--- src/rtl/wb_write_queue.sv ---
// Writeback queue: merges MEM and ALU results into an in-order FIFO that drives the
// register-file write port one entry per cycle. Optional forwarding search: WB_FORWARD_EN.
module wb_write_queue #(
    parameter int DEPTH = 4,
    parameter int AW    = 2
) (
    input  logic        clk,
    input  logic        rst_n,
    input  logic        mem_valid,
    output logic        mem_ready,
    input  logic [3:0]  mem_reg,
    input  logic [15:0] mem_data,
    input  logic        alu_valid,
    output logic        alu_ready,
    input  logic [3:0]  alu_reg,
    input  logic [15:0] alu_data,
    output logic        WriteReg,
    output logic [3:0]  DstReg,
    output logic [15:0] DstData,
    output logic [15:0] pending,
    output logic        full,
    output logic        empty,
    input  logic [3:0]  fwd_reg,
    output logic        fwd_hit,
    output logic [15:0] fwd_data
);
    localparam int CW = AW + 1;
    localparam logic [CW-1:0] DEPTH_C = CW'(DEPTH);

    logic [3:0]    q_reg_q  [DEPTH];
    logic [3:0]    q_reg_d  [DEPTH];
    logic [15:0]   q_data_q [DEPTH];
    logic [15:0]   q_data_d [DEPTH];
    logic [AW-1:0] wr_ptr_q, wr_ptr_d;
    logic [AW-1:0] rd_ptr_q, rd_ptr_d;
    logic [AW-1:0] alu_slot;
    logic [CW-1:0] count_q, count_d;
    logic [CW-1:0] free;
    logic [CW-1:0] reg_cnt_q [16];
    logic [CW-1:0] reg_cnt_d [16];
    logic [15:0]   pending_q, pending_d;
    logic          mem_push, alu_push, pop;

    // Readiness uses the start-of-cycle free count, so a retiring head never makes room this cycle.
    assign free      = DEPTH_C - count_q;
    assign empty     = (count_q == '0);
    assign full      = (count_q == DEPTH_C);
    assign mem_ready = (free >= CW'(1));
    assign alu_ready = mem_valid ? (free >= CW'(2)) : (free >= CW'(1));
    assign mem_push  = mem_valid & mem_ready;
    assign alu_push  = alu_valid & alu_ready;
    assign pop       = ~empty;
    assign alu_slot  = wr_ptr_q + AW'(mem_push);

    assign WriteReg  = ~empty;
    assign DstReg    = empty ? 4'h0  : q_reg_q[rd_ptr_q];
    assign DstData   = empty ? 16'h0 : q_data_q[rd_ptr_q];
    assign pending   = pending_q;

    always_comb begin
        q_reg_d  = q_reg_q;
        q_data_d = q_data_q;
        // MEM takes the first free slot so it retires ahead of a same-cycle ALU result.
        if (mem_push) begin
            q_reg_d[wr_ptr_q]  = mem_reg;
            q_data_d[wr_ptr_q] = mem_data;
        end
        if (alu_push) begin
            q_reg_d[alu_slot]  = alu_reg;
            q_data_d[alu_slot] = alu_data;
        end
        wr_ptr_d = wr_ptr_q + AW'(mem_push) + AW'(alu_push);
        rd_ptr_d = rd_ptr_q + AW'(pop);
        count_d  = count_q + CW'(mem_push) + CW'(alu_push) - CW'(pop);
    end

    always_comb begin
        pending_d = '0;
        for (int i = 0; i < 16; i++) begin
            reg_cnt_d[i] = reg_cnt_q[i]
                         + CW'(mem_push && (mem_reg == 4'(i)))
                         + CW'(alu_push && (alu_reg == 4'(i)))
                         - CW'(pop && (DstReg == 4'(i)));
            pending_d[i] = (reg_cnt_d[i] != '0);
        end
    end

    always_ff @(posedge clk or negedge rst_n) begin
        if (!rst_n) begin
            wr_ptr_q  <= '0;
            rd_ptr_q  <= '0;
            count_q   <= '0;
            pending_q <= '0;
            for (int i = 0; i < 16; i++) reg_cnt_q[i] <= '0;
        end else begin
            wr_ptr_q  <= wr_ptr_d;
            rd_ptr_q  <= rd_ptr_d;
            count_q   <= count_d;
            pending_q <= pending_d;
            reg_cnt_q <= reg_cnt_d;
        end
    end

    // Payload storage carries no reset; only slots inside count are ever observed.
    always_ff @(posedge clk) begin
        q_reg_q  <= q_reg_d;
        q_data_q <= q_data_d;
    end

`ifdef WB_FORWARD_EN
    logic [AW-1:0] fwd_idx;
    logic          fwd_hit_c;
    logic [15:0]   fwd_data_c;

    // Scan oldest to youngest so the last match, the one nearest the tail, wins.
    always_comb begin
        fwd_hit_c  = 1'b0;
        fwd_data_c = 16'h0;
        fwd_idx    = '0;
        for (int k = 0; k < DEPTH; k++) begin
            fwd_idx = rd_ptr_q + AW'(k);
            if ((CW'(k) < count_q) && (q_reg_q[fwd_idx] == fwd_reg)) begin
                fwd_hit_c  = 1'b1;
                fwd_data_c = q_data_q[fwd_idx];
            end
        end
    end

    assign fwd_hit  = fwd_hit_c;
    assign fwd_data = fwd_data_c;
`else
    logic unused_fwd;
    assign unused_fwd = ^fwd_reg;
    assign fwd_hit    = 1'b0;
    assign fwd_data   = 16'h0000;
`endif

endmodule

--- config.mk ---
export PLATFORM = sky130hd
export DESIGN_NAME = wb_write_queue
export DESIGN_NICKNAME = d
export VERILOG_FILES = /design/src/rtl/wb_write_queue.sv
export SDC_FILE = /design/constraint.sdc
export NUM_CORES = 1
export LEC_CHECK = 0
export BUFFER_PORTS_ARGS = -buffer_cell sky130_fd_sc_hd__buf_4
export CORE_ASPECT_RATIO = 1.25
export CORE_MARGIN = 2
export CORE_UTILIZATION = 40
export DETAILED_ROUTE_END_ITERATION = 7
export SYNTH_ARGS = -nofsm -noshare
export SYNTH_HDL_FRONTEND = slang
export SYNTH_SLANG_ARGS = --single-unit
--- constraint.sdc ---
create_clock -name clk -period 3.36 [get_ports clk]
set_input_delay 0.504 -clock clk [delete_from_list [all_inputs] [get_ports clk]]
set_output_delay 0.504 -clock clk [all_outputs]
set_load 0.02 [all_outputs]
==> results of run 1 <==
-- power by group --
| part | switching [uW] | internal [uW] | leakage, uW |
|---|---|---|---|
| clock network | 852 | 1060 | 0.000284 |
| logic | 3500 | 4260 | 0.00289 |
| registers | 460 | 2820 | 0.00146 |
-- per-stage QoR --
stage | std cells | util
after CTS | 1087 | 0.4972
after floorplan | 695 | -
final | 1096 | 0.5119
after detailed placement | 1051 | 0.4630
after global routing | 1096 | 0.5119
after global placement | 1051 | 0.4630
-- kinds of logic after synthesis --
family	after synthesis	synth area share
compound gates	2	0.003241
xor+xnor	37	0.03815
fa+ha+maj	59	0.1170
buf+inv	125	0.07055
flops	151	0.3977
mux	180	0.2916
other cells	1	0.0004415
simple gates	124	0.08131
-- critical path, stage by stage (launching register included) --
cell and delay [ns]:
dfrtp_1 0.40, inv_2 0.09, ha_4 0.14, ha_4 0.19
nor4b_4 0.13, inv_2 0.09, and2_4 0.17, inv_4 0.05
nor3b_2 0.14, buf_4 0.17, nand2_4 0.06, ha_4 0.28
inv_2 0.04, fa_2 0.35, fa_2 0.36, xnor2_2 0.16
xnor2_2 0.14, or3_1 0.30
-- final cells by class --
| type | count | area [um^2] | share of cell area |
|---|---|---|---|
| Clock buffer | 18 | 429.2 | 0.04027 |
| Clock inverter | 14 | 161.4 | 0.01515 |
| Inverter | 82 | 315.3 | 0.02959 |
| Multi-Input combinational cell | 419 | 4994 | 0.4686 |
| Sequential cell | 151 | 3378 | 0.3170 |
| Tap cell | 274 | 342.8 | 0.03217 |
| Timing Repair Buffer | 138 | 1036 | 0.09722 |
-- flip-flops by register name, summed over array words and instances, names as in the netlist --
name,cells
rd_ptr_q,2
pending,16
wr_ptr_q,2
reg_cnt_q,48
count_q,3
q_data_q,64
q_reg_q,16
-- cell usage in the layout (no fill, tap or decap), types with 8 or more instances in the layout --
| master | count |
|---|---|
| and2_1 | 22 |
| ha_4 | 14 |
| mux2_4 | 60 |
| xor2_1 | 9 |
| dfxtp_1 | 80 |
| dfrtp_1 | 71 |
| conb_1 | 17 |
| or3_1 | 15 |
| fa_2 | 22 |
| ha_1 | 11 |
| nand2_1 | 18 |
| mux2_2 | 100 |
| xnor2_1 | 20 |
| buf_4 | 138 |
| nor2_1 | 23 |
| clkbuf_16 | 17 |
| fa_1 | 12 |
| xnor2_2 | 8 |
| inv_1 | 68 |
| inv_2 | 12 |
| mux4_2 | 20 |
-- metal layers --
layer | GRT usage | vias up | share of wire
met5 | 0 | - | 0
met4 | 0.06545 | 0 | 0.020
met3 | 0.03562 | 31 | 0.043
met2 | 0.3250 | 126 | 0.52
met1 | 0.2129 | 2694 | 0.41
li1 | - | 2484 | -
-- cell usage after synthesis (2+ instances only) --
library cell	instances
xor2_1	9
ha_1	25
dfrtp_1	71
and3_1	3
nand2_1	23
mux2_2	100
nor2b_1	5
fa_1	34
nor2_1	23
buf_4	21
nor3b_1	4
buf_1	2
nand3_1	9
buf_6	6
clkbuf_1	10
nand2b_1	7
mux4_2	20
dfxtp_1	80
and2_1	22
buf_2	4
inv_1	80
mux2_4	60
or3_1	17
nand3b_1	2
nor3_1	3
xnor2_1	28
-- worst paths after layout --
| path | startpoint | end | depth (start not counted) |
|---|---|---|---|
| setup / recovery | count_q[1] | pending[3] | 17 |
| hold / removal | rst_n | pending[8] | 1 |
| setup reg to reg | count_q[1] | pending[3] | 17 |
| hold reg to reg | reg_cnt_q[47] | reg_cnt_q[47] | 1 |
| max in group asynchronous | rst_n | rd_ptr_q[1] | 1 |
| min in group clk | alu_data[14] | q_data_q[30] | 2 |
-- what timing repair did --
item,in CTS,in global routing
setup buffers,4,10
pin swaps,7,29
setup endpoints to repair,14,17
hold buffers,0,0
gates resized for setup,18,45
==> results.md, run 1 <==
- TritonRoute pass-1 iters: 4
- DRC violations left: 0
- WL per Instance: 17.91 um
- Static Leak: 0.004640 uW
- Post-synth top flop: dfxtp_1
- # IOs: 106
- Final setup fails: 7
- CTS Buffer Depth: 2
- Mapped cell area: 8494 um^2
- Core Region: 20820 um^2
- EDFF count, synth: 0
- Area Growth Syn to Fin: 25.45%
- FF-to-FF setup slack: -0.04 ns
- Final hold violations: 0
- Worst slack, placed: -0.08112 ns
- Critical path class: flop to flop
- Num CTS Buffers: 17
- Initial antenna violation count: 0
- Port-buffer cells: 84
- Filler cell count: 1827
- Max Slew Vio Count: 0
- Area after DPL: 9639 um^2
- Worst vdd ir: 573.2 uV
- Synth area leader: dfrtp_1
- Vias in the first global route: 6040
- Post-synth ARST share: 0.4702
- Overflow after GRT: 0
- Crit path capture type: flop
- Clk Latency, worst-skew pair: 0.43 ns
- Final ANT Viol Nets: 0
- Outcome: finished with violations
- Synth top area share: 0.2092
- Worst Setup Start Kind: flop
- Fin crit period: 3.402 ns
- Detailed Place HPWL: 13.97 mm
- Initial core utilization: 0.4080
- CTS sink cnt: 151
- YS warnings: 0
- DIE HEIGHT: 166.9 um
- Highest clock rate: 294.0 MHz
- Tcrit/Tclk final: 1.012
- First-pass GRT wire length: 31.53 mm
- WP data required: 3.67 ns
- Final worst setup slack: -0.04152 ns
- Clock skew: 0.01107 ns
- Sequential cell area fraction in the yosys report: 0.3977
- Worst min-delay path category: input port to asynchronous set/reset pin
- ANT cells: 0
- Vias: 5335
- GRT Util Overall: 0.1811
- Power density over cell area: 1216 nW/um^2
- CTS tree: built
- Seq cells post-synth: 151
- Number of DRC markers in iteration 0: 201
- Final wirelength: 19.63 mm
- Hold_ws: 0.2068 ns
- Worst Path Max Fanout: 4
- RSZ-0062 raised after global routing: yes
- Post-route cell area: 10660 um^2
- Max-cap violations: 0
- Vias per inst: 4.868
- Layout net count: 916
- CTS clock-pin slew for the worst setup and hold paths: 0.07 ns
- Worst slew pin tran: 0.9124 ns
- Post-Syn Area per Cell: 12.51 um^2
- H-tree levels: 4
- Die span in x: 134.3 um
- Routability-driven placement congestion ratio: 0.8326
- Root Driver: clkbuf_16
- Area contributors post-synth: dfrtp_1, dfxtp_1, mux2_2
- Slew headroom: 0.3917
- Die ar.: 22420 um^2
- Mapped Cells: 679
- Synth unique cells: 37
- Largest net degree at the start of global routing: 72
- Failing checks: setup timing
- TNS Setup: -0.1423 ns
- Final Total Pwr: 12950 uW
- Share of layout cells above drive strength 1: 0.5280
- Critical path arrival: 3.71 ns
- FP Rows: 59
Note: power is estimated with default switching activity, not from simulation.
==> run 2, diff against run 1 <==
- CTS_BUF_LIST: not set -> sky130_fd_sc_hd__clkbuf_4 sky130_fd_sc_hd__clkbuf_8
==> run 2 against run 1 <==
The flow still finishes with violations (setup timing). Total power down 4.1%. Sequential share of layout area up 0.68 points. Cell area down 2.1%. Worst hold slack worse by 0.054 ns. Clock power down 26%. Largest cell class unchanged.
==> results.md, run 2 (synthesis results as in run 1) <==
- WP data required: 3.71 ns
- Worst vdd ir: 610.4 uV
- FP Rows: 59
- DRC violations left: 0
- Worst path max stage delay: 0.41 ns
- WP buf/inv: 5
- Reg2reg end: pending[3]
- Final ANT Viol Nets: 0
- Crit-path cells: inv_2 -> ha_4 -> ha_4 -> nor4b_4 -> inv_2 -> and2_4 -> inv_4 -> nor3b_2 -> buf_4 -> nand2_2 -> ha_4 -> inv_2 -> fa_2 -> fa_2 -> xnor2_2 -> xnor2_1 -> or3_1
- GRT Util Overall: 0.1803
- RSZ-0062 raised after global routing: yes
- Max FFs per register: 64
- Largest net degree at the start of global routing: 72
- Placed cells: 1051
- Crit path capture type: flop
- Fin crit period: 3.393 ns
- Max Slew Vio Count: 0
- Worst Path Max Fanout: 4
- Root Driver: clkbuf_8
- H-tree levels: 4
- Outcome: finished with violations
- # IOs: 106
- TNS Setup: -0.03847 ns
- Final setup fails: 2
- Grt peak-use layer: met2
- Worst Setup Start Kind: flop
- Power density over cell area: 1191 nW/um^2
- Global routing met3 resource utilization: 0.03592
- Num CTS Buffers: 17
- Worst path depth: 17
- Core Region: 20820 um^2
- Top flop regs: q_data_q x64, reg_cnt_q x48
- Number of DRC markers in iteration 0: 187
- Commonest non-fill, non-tap cell in the layout: buf_4
- FF-to-FF setup slack: -0.03 ns
- Port-buffer cells: 84
- Critical path class: flop to flop
- Overflow after GRT: 0
- Critical R2R Launch: count_q[1]
- Clk Latency, worst-skew pair: 0.46 ns
- Max-cap violations: 0
- Vias: 5308
- Final worst setup slack: -0.03343 ns
- ANT cells: 0
- Detailed Place HPWL: 13.97 mm
- Layout net count: 914
- CP delay by family, top: adder cells
- Die span in x: 134.3 um
- Crit-path slowest cell: dfrtp_1
- Vias per inst: 4.852
- Critical path arrival: 3.74 ns
- Initial antenna violation count: 0
- Setup crit end: pending[3]
- Final hold violations: 0
- WL per Instance: 17.75 um
- Slew headroom: 0.4062
- Die ar.: 22420 um^2
- Failing checks: setup timing
- First-pass GRT wire length: 31.38 mm
- Critical path launch point: count_q[1]
- Vias in the first global route: 6013
- Tcrit/Tclk final: 1.010
- Register bank with the most flops: q_data_q
- CTS tree: built
- Most frequent cells in the layout: buf_4, mux2_2, dfxtp_1
- Worst min-delay path category: input port to asynchronous set/reset pin
- Worst slew pin tran: 0.8907 ns
- TritonRoute pass-1 iters: 4
- Met1 Track Usage GR: 0.2129
- CTS clock-pin slew for the worst setup and hold paths: 0.10 ns
- CTS sink cnt: 151
- Clock skew: 0.01477 ns
- Initial core utilization: 0.4080
- CTS Buffer Depth: 2
- Highest clock rate: 294.7 MHz
- Met2 Usage GRT: 0.3234
- Routability-driven placement congestion ratio: 0.8326
- Static Leak: 0.004529 uW
- CTS Hold Bufs: 0
- Non-Filler Instances: 1094
- Share of layout cells above drive strength 1: 0.5244
- Area Growth Syn to Fin: 22.80%
- R2R depth: 17
- Hold_ws: 0.1531 ns
- DIE HEIGHT: 166.9 um
- Final wirelength: 19.41 mm
[run 2: cell types whose count changed in the layout (fill, tap and decap cells not counted), sizes merged]
cell	delta
buf	-2
[run 2: where the power goes]
| group | internal [uW] | switching [uW] |
|---|---|---|
| registers | 2820 | 462 |
| clock network | 632 | 792 |
| logic | 4240 | 3480 |
| total | 7690 | 4730 |
[run 2: routing by layer]
layer	wire length, um	vias up	share of wire
met4	371	0	0.019
li1	-	2482	-
met5	0	-	0
met2	10240	121	0.53
met1	8091	2674	0.42
met3	711	31	0.037
[run 2: what timing repair did]
item | in CTS | in global routing
pin swaps | 6 | 19
resized for setup | 16 | 43
setup buffers | 3 | 9
endpoints found under the setup margin | 14 | 17
[run 2: how the worst min path moves through the flow]
stage / endpoint / startpoint / cells after the start
6_report: pending[8] / rst_n / 1
5_1_grt: wr_ptr_q[0] / rst_n / 1
4_1_cts: wr_ptr_q[0] / rst_n / 1
3_5_place_dp: reg_cnt_q[47] / reg_cnt_q[47] / 1
3_3_place_gp: reg_cnt_q[47] / reg_cnt_q[47] / 1
2_1_floorplan: count_q[0] / rst_n / 0
[run 2: per-stage QoR]
| stage | utilization | setup slack (ns) | total power (uW) | instance area, um^2 |
|---|---|---|---|---|
| global route | 0.5011 | -0.1992 | 13340 | 10430 |
| global placement | 0.4630 | -0.03282 | 10210 | 9639 |
| CTS | 0.4876 | -0.04623 | 12150 | 10150 |
| floorplan | - | -0.03897 | 8493 | 8626 |
| detailed placement | 0.4630 | -0.08112 | 10570 | 9639 |
| finish | 0.5011 | -0.03343 | 12420 | 10430 |
[run 2: layout make-up]
cell class                 count  area (um^2)
clock buffer                  18        241.5
timing repair buffer         136         1021
tap                          274        342.8
sequential                   151         3378
multi-input combinational    419         4971
fill                        1853        10390
inverter                      82        315.3
clock inverter                14        161.4
==> run 3, diff against run 2 <==
- PLACE_DENSITY: not set -> 0.66
==> run 3 against run 2 <==
The flow still finishes with violations (setup timing). Sequential share of layout area is 0.54 points higher. Combinational power fell by 5.4%. Critical endpoint unchanged. Routed wire length decreased by 7.5%. Cell count shrank 1.1%.
==> results.md, run 3 (synthesis results as in run 1) <==
- Initial core utilization: 0.4080
- Routability-driven placement congestion ratio: 0.8034
- First-pass GRT wire length: 28.35 mm
- RSZ-0062 raised after global routing: yes
- Most frequent cells in the layout: buf_4, mux2_2, dfxtp_1
- Non-Filler Instances: 1082
- Vias in the first global route: 5358
- Root Driver: clkbuf_8
- Die span in x: 134.3 um
- Worst vdd ir: 554.7 uV
- Util after Layout: 0.4929
- TritonRoute pass-1 iters: 6
- WL per Instance: 16.60 um
- Failing checks: setup timing
- Tcrit/Tclk final: 1.001
- Final setup fails: 1
- Final wirelength: 17.96 mm
- Vias: 5192
- FP Rows: 59
- Number of DRC markers in iteration 0: 185
- Top flop regs: q_data_q x64, reg_cnt_q x48
- Overflow after GRT: 0
- WP data required: 3.71 ns
- Core Region: 20820 um^2
- Share of layout cells above drive strength 1: 0.4963
- CTS Buffer Depth: 2
- Slew headroom: 0.4129
- CTS tree: built
- Initial antenna violation count: 0
- Fin crit period: 3.363 ns
- Port-buffer cells: 84
- Vias per inst: 4.799
- CTS sink cnt: 151
- Critical path class: flop to flop
- ANT cells: 0
- Highest clock rate: 297.3 MHz
- DRC violations left: 0
- Critical path arrival: 3.72 ns
- Worst Path Max Fanout: 4
- CTS clock-pin slew for the worst setup and hold paths: 0.09 ns
- Area Growth Syn to Fin: 20.80%
- Final ANT Viol Nets: 0
- Hold_ws: 0.1475 ns
- Power density over cell area: 1170 nW/um^2
- Outcome: finished with violations
- Placed cells: 1041
- GRT Util Overall: 0.1638
- Final hold violations: 0
- Die ar.: 22420 um^2
- # IOs: 106
- Max-cap violations: 0
- TNS Setup: -0.003082 ns
- Static Leak: 0.004449 uW
- Crit path capture type: flop
- Commonest non-fill, non-tap cell in the layout: buf_4
- Clk Latency, worst-skew pair: 0.47 ns
- Clock skew: 0.01172 ns
- Layout net count: 902
- Largest net degree at the start of global routing: 72
- Final worst setup slack: -0.003082 ns
- DIE HEIGHT: 166.9 um
- Worst slew pin tran: 0.8807 ns
- H-tree levels: 4
- Max Slew Vio Count: 0
- Num CTS Buffers: 17
- Worst Setup Start Kind: flop
- Register bank with the most flops: q_data_q
- Worst min-delay path category: input port to asynchronous set/reset pin
- Max FFs per register: 64
- Detailed Place HPWL: 12.22 mm
- Filler cell count: 1868
run 3: report_power, final:
group / internal, uW / total (uW) / switching, uW
sequential: 2820 / 3260 / 441
combinational: 4030 / 7300 / 3270
clock: 676 / 1440 / 769
total: 7530 / 12000 / 4480
run 3: metal layers:
layer,global-route usage,routed length [um],up-vias
met3,0.03836,727,27
met5,0,0,-
met2,0.2777,9168,115
li1,-,-,2459
met1,0.2039,7695,2591
met4,0.05675,371,0
run 3: final timing paths:
check | from | to | slack [ns] | cells past startpoint
max | count_q[1] | pending[3] | -0.003 | 16
min | rst_n | reg_cnt_q[42] | 0.15 | 1
max reg2reg | count_q[1] | pending[3] | -0.003 | 16
min reg2reg | reg_cnt_q[47] | reg_cnt_q[47] | 0.48 | 1
max in group asynchronous | rst_n | reg_cnt_q[6] | 2.63 | 1
min in group clk | alu_data[7] | q_data_q[55] | 0.29 | 2
run 3: layout make-up:
class                   count  area [um^2]  area share
clock buffers              17        234.0     0.02280
clock inverters            15        165.2     0.01610
inverters                  82        317.8     0.03097
multi-input cells         419         4876      0.4752
flip-flops and latches    151         3378      0.3292
well taps                 274        342.8     0.03341
repair buffers            124        947.2     0.09231
run 3: stage by stage:
stage | power [uW] | setup WS (ns) | cell area [um^2]
3_5_place_dp | 10350 | -0.05919 | 9577
6_report | 12000 | -0.003082 | 10260
5_1_grt | 12910 | -0.1318 | 10260
3_3_place_gp | 10160 | -0.03649 | 9577
4_1_cts | 11850 | -0.007665 | 10000
2_1_floorplan | 8493 | -0.03897 | 8626
run 3: repair_timing:
| item | in CTS | in global routing |
|---|---|---|
| endpoints found under the setup margin | 2 | 16 |
| hold buffers | 0 | 0 |
| gates cloned | 0 | 0 |
| setup buffers | 2 | 7 |
| gates resized for setup | 2 | 42 |
| pin swaps | 4 | 21 |
run 3: critical path: stages (launching register included):
cell and delay, ns:
dfrtp_1 0.39, inv_2 0.08, ha_4 0.14, ha_4 0.19
nor4b_4 0.13, inv_2 0.09, and2_4 0.18, inv_6 0.05
nor3b_4 0.26, nand2_2 0.10, ha_4 0.29, inv_2 0.03
fa_2 0.36, fa_2 0.38, xnor2_2 0.14, xnor2_1 0.13
or3_1 0.30
